===== src/rtl/uart_transmitter.sv =====
// UART transmitter with a small TX holding FIFO: 8N1 frames, LSB first,
// bit timing driven by an external oversample tick (s_tick).
module uart_transmitter #(
   parameter int OVERSAMPLE_RATE = 16,
   parameter int FIFO_DEPTH      = 4
) (
   input  logic       clk,
   input  logic       rstN,
   input  logic       tx_enabled,
   input  logic       s_tick,
   input  logic       wr_en,
   input  logic [7:0] wr_data,
   output logic       full,
   output logic       empty,
   output logic       busy,
   output logic       done,
   output logic       err,
   output logic       tx
);

   localparam int               PTR_W    = $clog2(FIFO_DEPTH);
   localparam int               CNT_W    = PTR_W + 1;
   localparam logic [3:0]       S_LAST   = 4'(OVERSAMPLE_RATE - 1);
   localparam logic [CNT_W-1:0] CNT_FULL = CNT_W'(FIFO_DEPTH);

   typedef enum logic [1:0] {
      IDLE,
      START,
      DATA,
      STOP
   } state_t;

   // ------------------------------------------------------------------
   // TX holding FIFO
   // ------------------------------------------------------------------
   logic [7:0]       mem [FIFO_DEPTH];
   logic [PTR_W-1:0] wr_ptr;
   logic [PTR_W-1:0] rd_ptr;
   logic [CNT_W-1:0] count;
   logic             push;
   logic             pop;

   // full is taken from the registered count, so a pop in the same cycle
   // never makes room for a write that arrives while full.
   assign full  = (count == CNT_FULL);
   assign empty = (count == '0);
   assign push  = wr_en && !full;

   // NOTE: sequential state uses non-blocking (<=) so every register samples
   // pre-edge values; blocking here would create order-dependent races.
   always_ff @(posedge clk) begin
      if (!rstN) begin
         wr_ptr <= '0;
         rd_ptr <= '0;
         count  <= '0;
         err    <= 1'b0;
      end else begin
         if (push) wr_ptr <= wr_ptr + 1'b1;
         if (pop)  rd_ptr <= rd_ptr + 1'b1;
         if (push && !pop)      count <= count + 1'b1;
         else if (!push && pop) count <= count - 1'b1;
         err <= wr_en && full;
      end
   end

   // NOTE: the storage array is deliberately not reset; the count and
   // pointers define which entries are valid, so clearing data is wasted logic.
   always_ff @(posedge clk) begin
      if (push) mem[wr_ptr] <= wr_data;
   end

   // ------------------------------------------------------------------
   // Frame FSM
   // ------------------------------------------------------------------
   state_t     state,     state_nxt;
   logic [3:0] s_cnt,     s_cnt_nxt;
   logic [2:0] bit_cnt,   bit_cnt_nxt;
   logic [7:0] shift_reg, shift_nxt;
   logic       tx_nxt;
   logic       done_nxt;

   always_ff @(posedge clk) begin
      if (!rstN) begin
         state     <= IDLE;
         s_cnt     <= '0;
         bit_cnt   <= '0;
         shift_reg <= '0;
         tx        <= 1'b1;
         done      <= 1'b0;
      end else begin
         state     <= state_nxt;
         s_cnt     <= s_cnt_nxt;
         bit_cnt   <= bit_cnt_nxt;
         shift_reg <= shift_nxt;
         tx        <= tx_nxt;
         done      <= done_nxt;
      end
   end

   // NOTE: every output of this block gets a default first, so no path can
   // leave a signal unassigned and infer a latch.
   always_comb begin
      state_nxt   = state;
      s_cnt_nxt   = s_cnt;
      bit_cnt_nxt = bit_cnt;
      shift_nxt   = shift_reg;
      tx_nxt      = tx;
      done_nxt    = 1'b0;
      pop         = 1'b0;

      case (state)
         IDLE: begin
            tx_nxt = 1'b1;
            if (tx_enabled && !empty) begin
               pop       = 1'b1;
               shift_nxt = mem[rd_ptr];
               s_cnt_nxt = '0;
               state_nxt = START;
               tx_nxt    = 1'b0;
            end
         end

         START: begin
            if (s_tick) begin
               if (s_cnt == S_LAST) begin
                  s_cnt_nxt   = '0;
                  bit_cnt_nxt = '0;
                  state_nxt   = DATA;
                  tx_nxt      = shift_reg[0];
               end else begin
                  s_cnt_nxt = s_cnt + 1'b1;
               end
            end
         end

         DATA: begin
            if (s_tick) begin
               if (s_cnt == S_LAST) begin
                  s_cnt_nxt = '0;
                  if (bit_cnt == 3'd7) begin
                     state_nxt = STOP;
                     tx_nxt    = 1'b1;
                  end else begin
                     // shift_reg[1] becomes the new LSB on the line
                     shift_nxt   = {1'b0, shift_reg[7:1]};
                     bit_cnt_nxt = bit_cnt + 1'b1;
                     tx_nxt      = shift_reg[1];
                  end
               end else begin
                  s_cnt_nxt = s_cnt + 1'b1;
               end
            end
         end

         STOP: begin
            if (s_tick) begin
               if (s_cnt == S_LAST) begin
                  s_cnt_nxt = '0;
                  state_nxt = IDLE;
                  done_nxt  = 1'b1;
                  tx_nxt    = 1'b1;
               end else begin
                  s_cnt_nxt = s_cnt + 1'b1;
               end
            end
         end

         default: begin
            state_nxt = IDLE;
            tx_nxt    = 1'b1;
         end
      endcase
   end

   assign busy = (state != IDLE);

endmodule


===== config.mk =====
export PLATFORM = sky130hd
export DESIGN_NAME = uart_transmitter
export DESIGN_NICKNAME = d
export VERILOG_FILES = /design/src/rtl/uart_transmitter.sv
export SDC_FILE = /design/constraint.sdc
export NUM_CORES = 1
export LEC_CHECK = 0
export CAP_MARGIN = 40
export CORE_UTILIZATION = 47
export CTS_CLUSTER_DIAMETER = 50
export DETAILED_ROUTE_END_ITERATION = 10
export DONT_BUFFER_PORTS = 1
export PLACE_DENSITY_LB_ADDON = 0.25
export SYNTH_ARGS = -nofsm -noshare
export SYNTH_HDL_FRONTEND = slang
export SYNTH_SLANG_ARGS = --single-unit

===== constraint.sdc =====
create_clock -name clk -period 3.01 [get_ports clk]
set_input_delay 0.602 -clock clk [delete_from_list [all_inputs] [get_ports clk]]
set_output_delay 0.602 -clock clk [all_outputs]
set_load 0.1 [all_outputs]

==> results of run 1 <==
## placed cells by master (no fill, tap or decap), types with 2 or more instances in the layout
cell,synthesis,final
sky130_fd_sc_hd__edfxtp_1,32,32
sky130_fd_sc_hd__dfxtp_1,29,29
sky130_fd_sc_hd__o21ai_0,15,15
sky130_fd_sc_hd__mux2i_1,13,13
sky130_fd_sc_hd__ha_1,13,13
sky130_fd_sc_hd__and2_1,12,12
sky130_fd_sc_hd__clkbuf_8,0,9
sky130_fd_sc_hd__mux4_2,8,8
sky130_fd_sc_hd__nor2b_1,7,7
sky130_fd_sc_hd__inv_1,7,7
sky130_fd_sc_hd__a21boi_1,7,7
sky130_fd_sc_hd__nand2_1,6,6
sky130_fd_sc_hd__nor2_1,5,5
sky130_fd_sc_hd__or3_2,5,5
sky130_fd_sc_hd__xnor2_1,4,4
sky130_fd_sc_hd__a21oi_1,4,4
sky130_fd_sc_hd__buf_4,2,4
sky130_fd_sc_hd__a21boi_0,3,3
sky130_fd_sc_hd__or3_1,3,3
sky130_fd_sc_hd__inv_6,0,3
sky130_fd_sc_hd__buf_8,0,3
sky130_fd_sc_hd__nand2b_1,2,2
sky130_fd_sc_hd__nor3_1,3,2
sky130_fd_sc_hd__o21a_1,2,2
sky130_fd_sc_hd__and3_1,2,2
sky130_fd_sc_hd__nand3_1,2,2
sky130_fd_sc_hd__o22ai_1,2,2
sky130_fd_sc_hd__a32oi_1,2,2
sky130_fd_sc_hd__clkinv_4,0,2
## synth_stat cells (5+ instances only)
master                     instances  area, µm²
sky130_fd_sc_hd__nand2_1           6       22.5
sky130_fd_sc_hd__ha_1             13        163
sky130_fd_sc_hd__nor2b_1           7       43.8
sky130_fd_sc_hd__nor2_1            5       18.8
sky130_fd_sc_hd__mux4_2            8        180
sky130_fd_sc_hd__o21ai_0          15       75.1
sky130_fd_sc_hd__edfxtp_1         32        961
sky130_fd_sc_hd__dfxtp_1          29        581
sky130_fd_sc_hd__or3_2             5       37.5
sky130_fd_sc_hd__and2_1           12       75.1
sky130_fd_sc_hd__a21boi_1          7       52.6
sky130_fd_sc_hd__inv_1             7       26.3
sky130_fd_sc_hd__mux2i_1          13        130
## area by class of cell
| class | instances | area [µm²] | share of cell area |
|---|---|---|---|
| Multi-Input combinational cell | 136 | 1180 | 0.379 |
| Sequential cell | 61 | 1540 | 0.494 |
| Inverter | 7 | 26.3 | 0.00842 |
| Timing Repair Buffer | 7 | 75.1 | 0.0241 |
| Clock buffer | 9 | 124 | 0.0397 |
| Clock inverter | 7 | 81.3 | 0.0261 |
| Tap cell | 72 | 90.1 | 0.0289 |
## logic make-up (layout without fill, tap and decap cells)
family / count (synthesis) / count (layout)
flip-flops: 61 / 61
adder cells (fa/ha/maj): 14 / 14
XOR/XNOR: 5 / 5
buffers and inverters: 18 / 30
AND/OR/NAND/NOR: 55 / 55
multiplexers: 21 / 21
AO/OA/AOI/OAI: 41 / 41
## per-stage QoR
step	hold WS (ps)	total power, mW	utilization
after global placement	464	2.27	0.512
final	352	3.03	0.556
after floorplan	452	2.10	-
after CTS	326	3.07	0.556
after detailed placement	466	2.31	0.520
after global routing	318	3.22	0.556
## where the power goes
part           leakage (nW)  internal [mW]  switching [mW]
clock network         0.101          0.393           0.354
logic                 0.470          0.455           0.651
registers             0.530           1.04           0.140
## metal layers
metal | part of all wire | vias up | wire length [µm] | track usage
met5 | 0 | - | 0 | 0
met4 | 0.016 | 0 | 74 | 0.0764
met3 | 0.046 | 6 | 213 | 0.0759
met2 | 0.46 | 24 | 2150 | 0.255
met1 | 0.47 | 782 | 2200 | 0.210
li1 | - | 807 | - | -
## critical path: stages (launching register included)
cell and delay, ps:
sky130_fd_sc_hd__dfxtp_1 530, sky130_fd_sc_hd__nor3b_4 90, sky130_fd_sc_hd__nor2b_1 400, sky130_fd_sc_hd__ha_1 260
sky130_fd_sc_hd__inv_1 60, sky130_fd_sc_hd__fa_1 380, sky130_fd_sc_hd__xor2_1 180, sky130_fd_sc_hd__or3_1 290
sky130_fd_sc_hd__a21boi_0 150
## worst paths after layout
check | start | endpoint | slack (ps) | cells after the start
setup / recovery | count[0] | count[2] | 600 | 8
hold / removal | wr_data[7] | mem[1][7] | 350 | 0
setup reg to reg | count[0] | count[2] | 600 | 8
hold reg to reg | shift_reg[3] | shift_reg[3] | 470 | 2
==> flow_results.xml, run 1 <==
<?xml version="1.0" encoding="UTF-8"?>
<metrics>
  <group name="die">
    <metric name="die_h" unit="µm">79.1</metric>
    <metric name="coreArea" unit="µm²">5610</metric>
    <metric name="die_x" unit="µm">79.1</metric>
    <metric name="starting_density" unit="">0.498</metric>
    <metric name="dieArea" unit="µm²">6260</metric>
    <metric name="std_cell_rows" unit="">27</metric>
    <metric name="design.portCount" unit="">19</metric>
  </group>
  <group name="timing">
    <metric name="setup_total_negative_slack" unit="ps">0</metric>
    <metric name="setup_viol" unit="">0</metric>
    <metric name="max_freq" unit="MHz">416</metric>
    <metric name="rsz_0062_raised_after_global_routing" unit="">no</metric>
    <metric name="final-max-slew-violation-count" unit="">0</metric>
    <metric name="timing_worst_slew_pin_value" unit="ps">590</metric>
    <metric name="period_needed" unit="ps">2410</metric>
    <metric name="worst_clock_skew" unit="ps">6.03</metric>
    <metric name="setup_slack" unit="ps">604</metric>
    <metric name="slew-limit-headroom" unit="">0.606</metric>
    <metric name="final_min_period_over_clock_period" unit="">0.799</metric>
    <metric name="hold_viol" unit="">0</metric>
  </group>
  <group name="synthesis">
    <metric name="asyncSetResetFlopFracSynth" unit="">0</metric>
    <metric name="syn-cell-area" unit="µm²">2790</metric>
    <metric name="yosys-mux-area-fraction" unit="">0.111</metric>
    <metric name="mappedNetlistNets" unit="">242</metric>
    <metric name="syn-mean-instance-area" unit="µm²">13.0</metric>
    <metric name="synth-compound-area-share" unit="">0.0994</metric>
    <metric name="share_of_the_yosys_chip_area_belonging_to_registers" unit="">0.552</metric>
    <metric name="ys_types" unit="">45</metric>
    <metric name="mapped_cells" unit="">215</metric>
    <metric name="postSynthRegisterBits" unit="">61</metric>
    <metric name="synthAdderAreaFrac" unit="">0.0654</metric>
    <metric name="fraction_of_synthesized_cell_area_in_xor_and_xnor_cells" unit="">0.0157</metric>
    <metric name="synth_simple_gate_area_frac" unit="">0.123</metric>
    <metric name="synthFlopType" unit="">sky130_fd_sc_hd__edfxtp_1</metric>
    <metric name="synth-edff-count" unit="">32</metric>
    <metric name="synth_warnings" unit="">0</metric>
    <metric name="combinational_family_with_the_most_area_after_synthesis" unit="">simple AND/OR/NAND/NOR gates</metric>
  </group>
  <group name="placed_design">
    <metric name="placed_cell_area" unit="µm²">2910</metric>
    <metric name="detailed_place_hpwl" unit="µm">2980</metric>
    <metric name="placement.setup.worst_slack" unit="ps">605</metric>
    <metric name="globalplace.congestion" unit="">0.727</metric>
    <metric name="port_buffers" unit="">0</metric>
    <metric name="dpl.cell_count" unit="">283</metric>
  </group>
  <group name="grt">
    <metric name="grt_pass1_vias" unit="">1615</metric>
    <metric name="total_grt_usage" unit="">0.170</metric>
    <metric name="grt_start_max_net_pins" unit="">32</metric>
    <metric name="grt_overflow_total" unit="">0</metric>
    <metric name="grt_antenna_before_repair" unit="">0</metric>
    <metric name="grt_pass1_wl" unit="µm">7660</metric>
  </group>
  <group name="routing">
    <metric name="detailedRoute.firstIterationViolations" unit="">56</metric>
    <metric name="ant_nets" unit="">0</metric>
    <metric name="drc" unit="">0</metric>
    <metric name="route.detailed.vias_per_inst" unit="">5.41</metric>
    <metric name="drtPass1Iterations" unit="">4</metric>
    <metric name="wirelength" unit="µm">4640</metric>
    <metric name="route.vias.total" unit="">1619</metric>
    <metric name="drt_wl_cell" unit="µm">15.5</metric>
  </group>
  <group name="final_layout">
    <metric name="antenna_cells_inserted" unit="">0</metric>
    <metric name="finished_layout_cells" unit="">299</metric>
    <metric name="final_layout_size_suffix_gt1_frac" unit="">0.194</metric>
    <metric name="area_growth_syn_to_layout" unit="%">11.6</metric>
    <metric name="fillerInstances" unit="">483</metric>
    <metric name="post-route-cell-area" unit="µm²">3120</metric>
    <metric name="design.final.nets" unit="">249</metric>
    <metric name="largest_reg_flops" unit="">32</metric>
  </group>
  <group name="status">
    <metric name="outcome" unit="">finished, final reports clean</metric>
  </group>
  <group name="critical_path">
    <metric name="start_kind" unit="">flip-flop</metric>
    <metric name="arrival_time_at_the_worst_endpoint" unit="ps">2680</metric>
    <metric name="critical_path.endpoint_type" unit="">flip-flop</metric>
    <metric name="crit_path_max_fanout" unit="">7</metric>
    <metric name="timing.setup.critical_path_class" unit="">flip-flop to flip-flop</metric>
    <metric name="critical_path_required" unit="ps">3280</metric>
  </group>
  <group name="clock_tree">
    <metric name="post-cts-setup-buffer-count" unit="">0</metric>
    <metric name="tritoncts_clock_tree" unit="">yes</metric>
    <metric name="clock_tree.root_cell" unit="">sky130_fd_sc_hd__clkbuf_8</metric>
    <metric name="cts.htree.levels" unit="">3</metric>
    <metric name="clock_path_buffers" unit="">2</metric>
    <metric name="insertion_delay" unit="ps">340</metric>
    <metric name="cts_resized" unit="">0</metric>
    <metric name="cts.sinks" unit="">61</metric>
    <metric name="cts_hold_repair.buffers" unit="">0</metric>
    <metric name="cts-buffers-inserted" unit="">9</metric>
    <metric name="cts.reportedPaths.clkPinSlew" unit="ps">70</metric>
  </group>
  <group name="min_path">
    <metric name="worstHoldPathType" unit="">primary input to flip-flop</metric>
  </group>
  <group name="flow_run">
    <metric name="maxCapViolations" unit="">0</metric>
  </group>
  <group name="power_and_ir_drop">
    <metric name="p_leak" unit="nW">1.10</metric>
    <metric name="power.density" unit="nW/µm²">971</metric>
    <metric name="ir_drop" unit="mV">0.539</metric>
  </group>
</metrics>
Note: power is estimated with default switching activity, not from simulation.
==> run 2, diff against run 1 <==
Clock period 3.01 ns to 2.3 ns, I/O delays scaled along.
==> run 2 against run 1 <==
Global-route usage is 0.51 points lower. Die area stayed put. Count of clock-buffer cells in the layout is 1 higher. Worst hold slack worse by 140 ps. Via count is 0.99% higher. Core utilization is 0.45 points higher. Sequential power is 31% higher. Clock power is 35% higher. Total power is 34% higher. Flip-flop and latch count stayed put. Cell count is 0.67% higher. Wire length is 4.0% lower. Critical path type unchanged. Largest power group unchanged.
==> flow_results.xml, run 2 (synthesized netlist as in run 1, its figures left out) <==
<?xml version="1.0" encoding="UTF-8"?>
<metrics>
  <group name="status">
    <metric name="outcome" unit="">finished, final reports clean</metric>
  </group>
  <group name="power_and_ir_drop">
    <metric name="power" unit="mW">4.05</metric>
    <metric name="ir_drop" unit="mV">0.644</metric>
    <metric name="power.density" unit="nW/µm²">1290</metric>
    <metric name="p_leak" unit="nW">1.11</metric>
    <metric name="internal_power" unit="mW">2.60</metric>
    <metric name="clock_power_share" unit="">0.251</metric>
    <metric name="swShare" unit="">0.357</metric>
    <metric name="switchingPower" unit="mW">1.44</metric>
    <metric name="power_frac_seq" unit="">0.383</metric>
    <metric name="pwr-share-comb" unit="">0.367</metric>
  </group>
  <group name="timing">
    <metric name="final-max-slew-violation-count" unit="">0</metric>
    <metric name="setup_viol" unit="">0</metric>
    <metric name="slew-limit-headroom" unit="">0.630</metric>
    <metric name="rsz_0062_raised_after_global_routing" unit="">no</metric>
    <metric name="max_freq" unit="MHz">482</metric>
    <metric name="setup_slack" unit="ps">225</metric>
    <metric name="final_min_period_over_clock_period" unit="">0.902</metric>
    <metric name="setup_total_negative_slack" unit="ps">0</metric>
    <metric name="timing_worst_slew_pin_value" unit="ps">554</metric>
    <metric name="hold_viol" unit="">0</metric>
    <metric name="period_needed" unit="ps">2070</metric>
    <metric name="worst_clock_skew" unit="ps">4.27</metric>
  </group>
  <group name="clock_tree">
    <metric name="cts.reportedPaths.clkPinSlew" unit="ps">70</metric>
    <metric name="tritoncts_clock_tree" unit="">yes</metric>
    <metric name="clock_path_buffers" unit="">2</metric>
    <metric name="post-cts-setup-buffer-count" unit="">0</metric>
    <metric name="cts.sinks" unit="">61</metric>
    <metric name="clock_tree.root_cell" unit="">sky130_fd_sc_hd__clkbuf_8</metric>
    <metric name="cts-buffers-inserted" unit="">9</metric>
    <metric name="cts.htree.levels" unit="">3</metric>
    <metric name="insertion_delay" unit="ps">330</metric>
  </group>
  <group name="critical_path">
    <metric name="r2r_setup_slack" unit="ps">230</metric>
    <metric name="start_kind" unit="">flip-flop</metric>
    <metric name="rr_endpoint" unit="">count[2]</metric>
    <metric name="arrival_time_at_the_worst_endpoint" unit="ps">2330</metric>
    <metric name="critical_path_required" unit="ps">2550</metric>
    <metric name="timing.setup.critical_path_class" unit="">flip-flop to flip-flop</metric>
    <metric name="reg2reg_from" unit="">state[1]</metric>
    <metric name="critical_path.endpoint_type" unit="">flip-flop</metric>
    <metric name="worst_r2r_path_depth" unit="">9</metric>
    <metric name="crit_path_max_fanout" unit="">4</metric>
  </group>
  <group name="routing">
    <metric name="ant_nets" unit="">0</metric>
    <metric name="drt_wl_cell" unit="µm">14.8</metric>
    <metric name="drtPass1Iterations" unit="">6</metric>
    <metric name="detailedRoute.firstIterationViolations" unit="">73</metric>
    <metric name="route.detailed.vias_per_inst" unit="">5.43</metric>
    <metric name="drc" unit="">0</metric>
    <metric name="route.vias.total" unit="">1635</metric>
    <metric name="wirelength" unit="µm">4450</metric>
  </group>
  <group name="final_layout">
    <metric name="final_layout_size_suffix_gt1_frac" unit="">0.223</metric>
    <metric name="design.final.nets" unit="">251</metric>
    <metric name="largest_reg_flops" unit="">32</metric>
    <metric name="most_common_library_cell_in_the_layout_ignoring_fill_and_taps" unit="">sky130_fd_sc_hd__edfxtp_1</metric>
    <metric name="post-route-cell-area" unit="µm²">3140</metric>
    <metric name="postLayoutCoreUtil" unit="">0.561</metric>
    <metric name="final_cell_mix" unit="">sky130_fd_sc_hd__edfxtp_1 (32), sky130_fd_sc_hd__dfxtp_1 (25), sky130_fd_sc_hd__o21ai_0 (15)</metric>
    <metric name="antenna_cells_inserted" unit="">0</metric>
    <metric name="area_growth_syn_to_layout" unit="%">12.5</metric>
  </group>
  <group name="min_path">
    <metric name="min_path_cells" unit="">1</metric>
    <metric name="min_delay_worst_endpoint" unit="">tx</metric>
    <metric name="worstHoldPathType" unit="">primary input to flip-flop</metric>
    <metric name="hold_start" unit="">rstN</metric>
  </group>
  <group name="die">
    <metric name="starting_density" unit="">0.498</metric>
    <metric name="std_cell_rows" unit="">27</metric>
    <metric name="dieArea" unit="µm²">6260</metric>
    <metric name="design.portCount" unit="">19</metric>
    <metric name="die_h" unit="µm">79.1</metric>
    <metric name="die_x" unit="µm">79.1</metric>
    <metric name="coreArea" unit="µm²">5610</metric>
  </group>
  <group name="placed_design">
    <metric name="placed_cell_area" unit="µm²">2930</metric>
    <metric name="detailed_place_hpwl" unit="µm">2950</metric>
    <metric name="placement.setup.worst_slack" unit="ps">151</metric>
    <metric name="port_buffers" unit="">0</metric>
    <metric name="globalplace.congestion" unit="">0.767</metric>
  </group>
  <group name="grt">
    <metric name="grt_pass1_wl" unit="µm">7510</metric>
    <metric name="grt_antenna_before_repair" unit="">0</metric>
    <metric name="grt_overflow_total" unit="">0</metric>
    <metric name="grt_pass1_vias" unit="">1617</metric>
    <metric name="grt_start_max_net_pins" unit="">32</metric>
    <metric name="total_grt_usage" unit="">0.165</metric>
  </group>
  <group name="flow_run">
    <metric name="maxCapViolations" unit="">0</metric>
  </group>
</metrics>
[run 2: how the worst max path moves through the flow]
stage                     startpoint        to  cells past startpoint
after floorplan             count[1]  count[2]                      9
after detailed placement    state[0]  count[2]                      9
after global routing        state[1]  count[2]                      9
final                       state[1]  count[2]                      9
after global placement      state[0]  count[2]                      9
after CTS                   state[0]  count[2]                      9
[run 2: what timing repair did]
item / 4_1_cts / 5_1_grt
gates resized for setup: 0 / 2
endpoints found under the setup margin: 0 / 1
hold endpoints to repair: 0 / 0
hold buffers: 0 / 0
[run 2: area by class of cell]
class,instances,area [µm²]
Sequential cell,61,1550
Clock buffer,10,128
Fill cell,496,2460
Clock inverter,6,87.6
Timing Repair Buffer,9,67.6
Multi-Input combinational cell,136,1200
Inverter,7,26.3
Tap cell,72,90.1
[run 2: power by group through the flow]
stage               sequential (mW)  clock [mW]  combinational, mW
CTS                            1.55        1.04               1.49
global route                   1.58        1.08               1.64
detailed placement             1.57           0               1.49
finish                         1.55        1.01               1.48
floorplan                      1.54           0               1.26
global placement               1.57           0               1.48
[run 2: metrics by stage]
| stage | hold WS [ps] | std cells |
|---|---|---|
| CTS | 197 | 301 |
| detailed placement | 469 | 285 |
| floorplan | 452 | 215 |
| finish | 211 | 301 |
| global route | 194 | 301 |
| global placement | 460 | 285 |
[run 2: routing by layer]
layer	part of all wire	track usage	vias to the layer above
li1	-	-	812
met1	0.45	0.198	787
met2	0.48	0.259	30
met3	0.056	0.0701	6
met4	0.015	0.0709	0
met5	0	0	-
[run 2: worst max-delay path: stages, from the launching register on]
cell	delay [ps]
sky130_fd_sc_hd__dfxtp_1	380
sky130_fd_sc_hd__inv_1	100
sky130_fd_sc_hd__ha_1	240
sky130_fd_sc_hd__nand2_2	110
sky130_fd_sc_hd__ha_4	150
sky130_fd_sc_hd__inv_2	30
sky130_fd_sc_hd__fa_1	360
sky130_fd_sc_hd__xor2_1	180
sky130_fd_sc_hd__or3_1	300
sky130_fd_sc_hd__a21boi_0	150
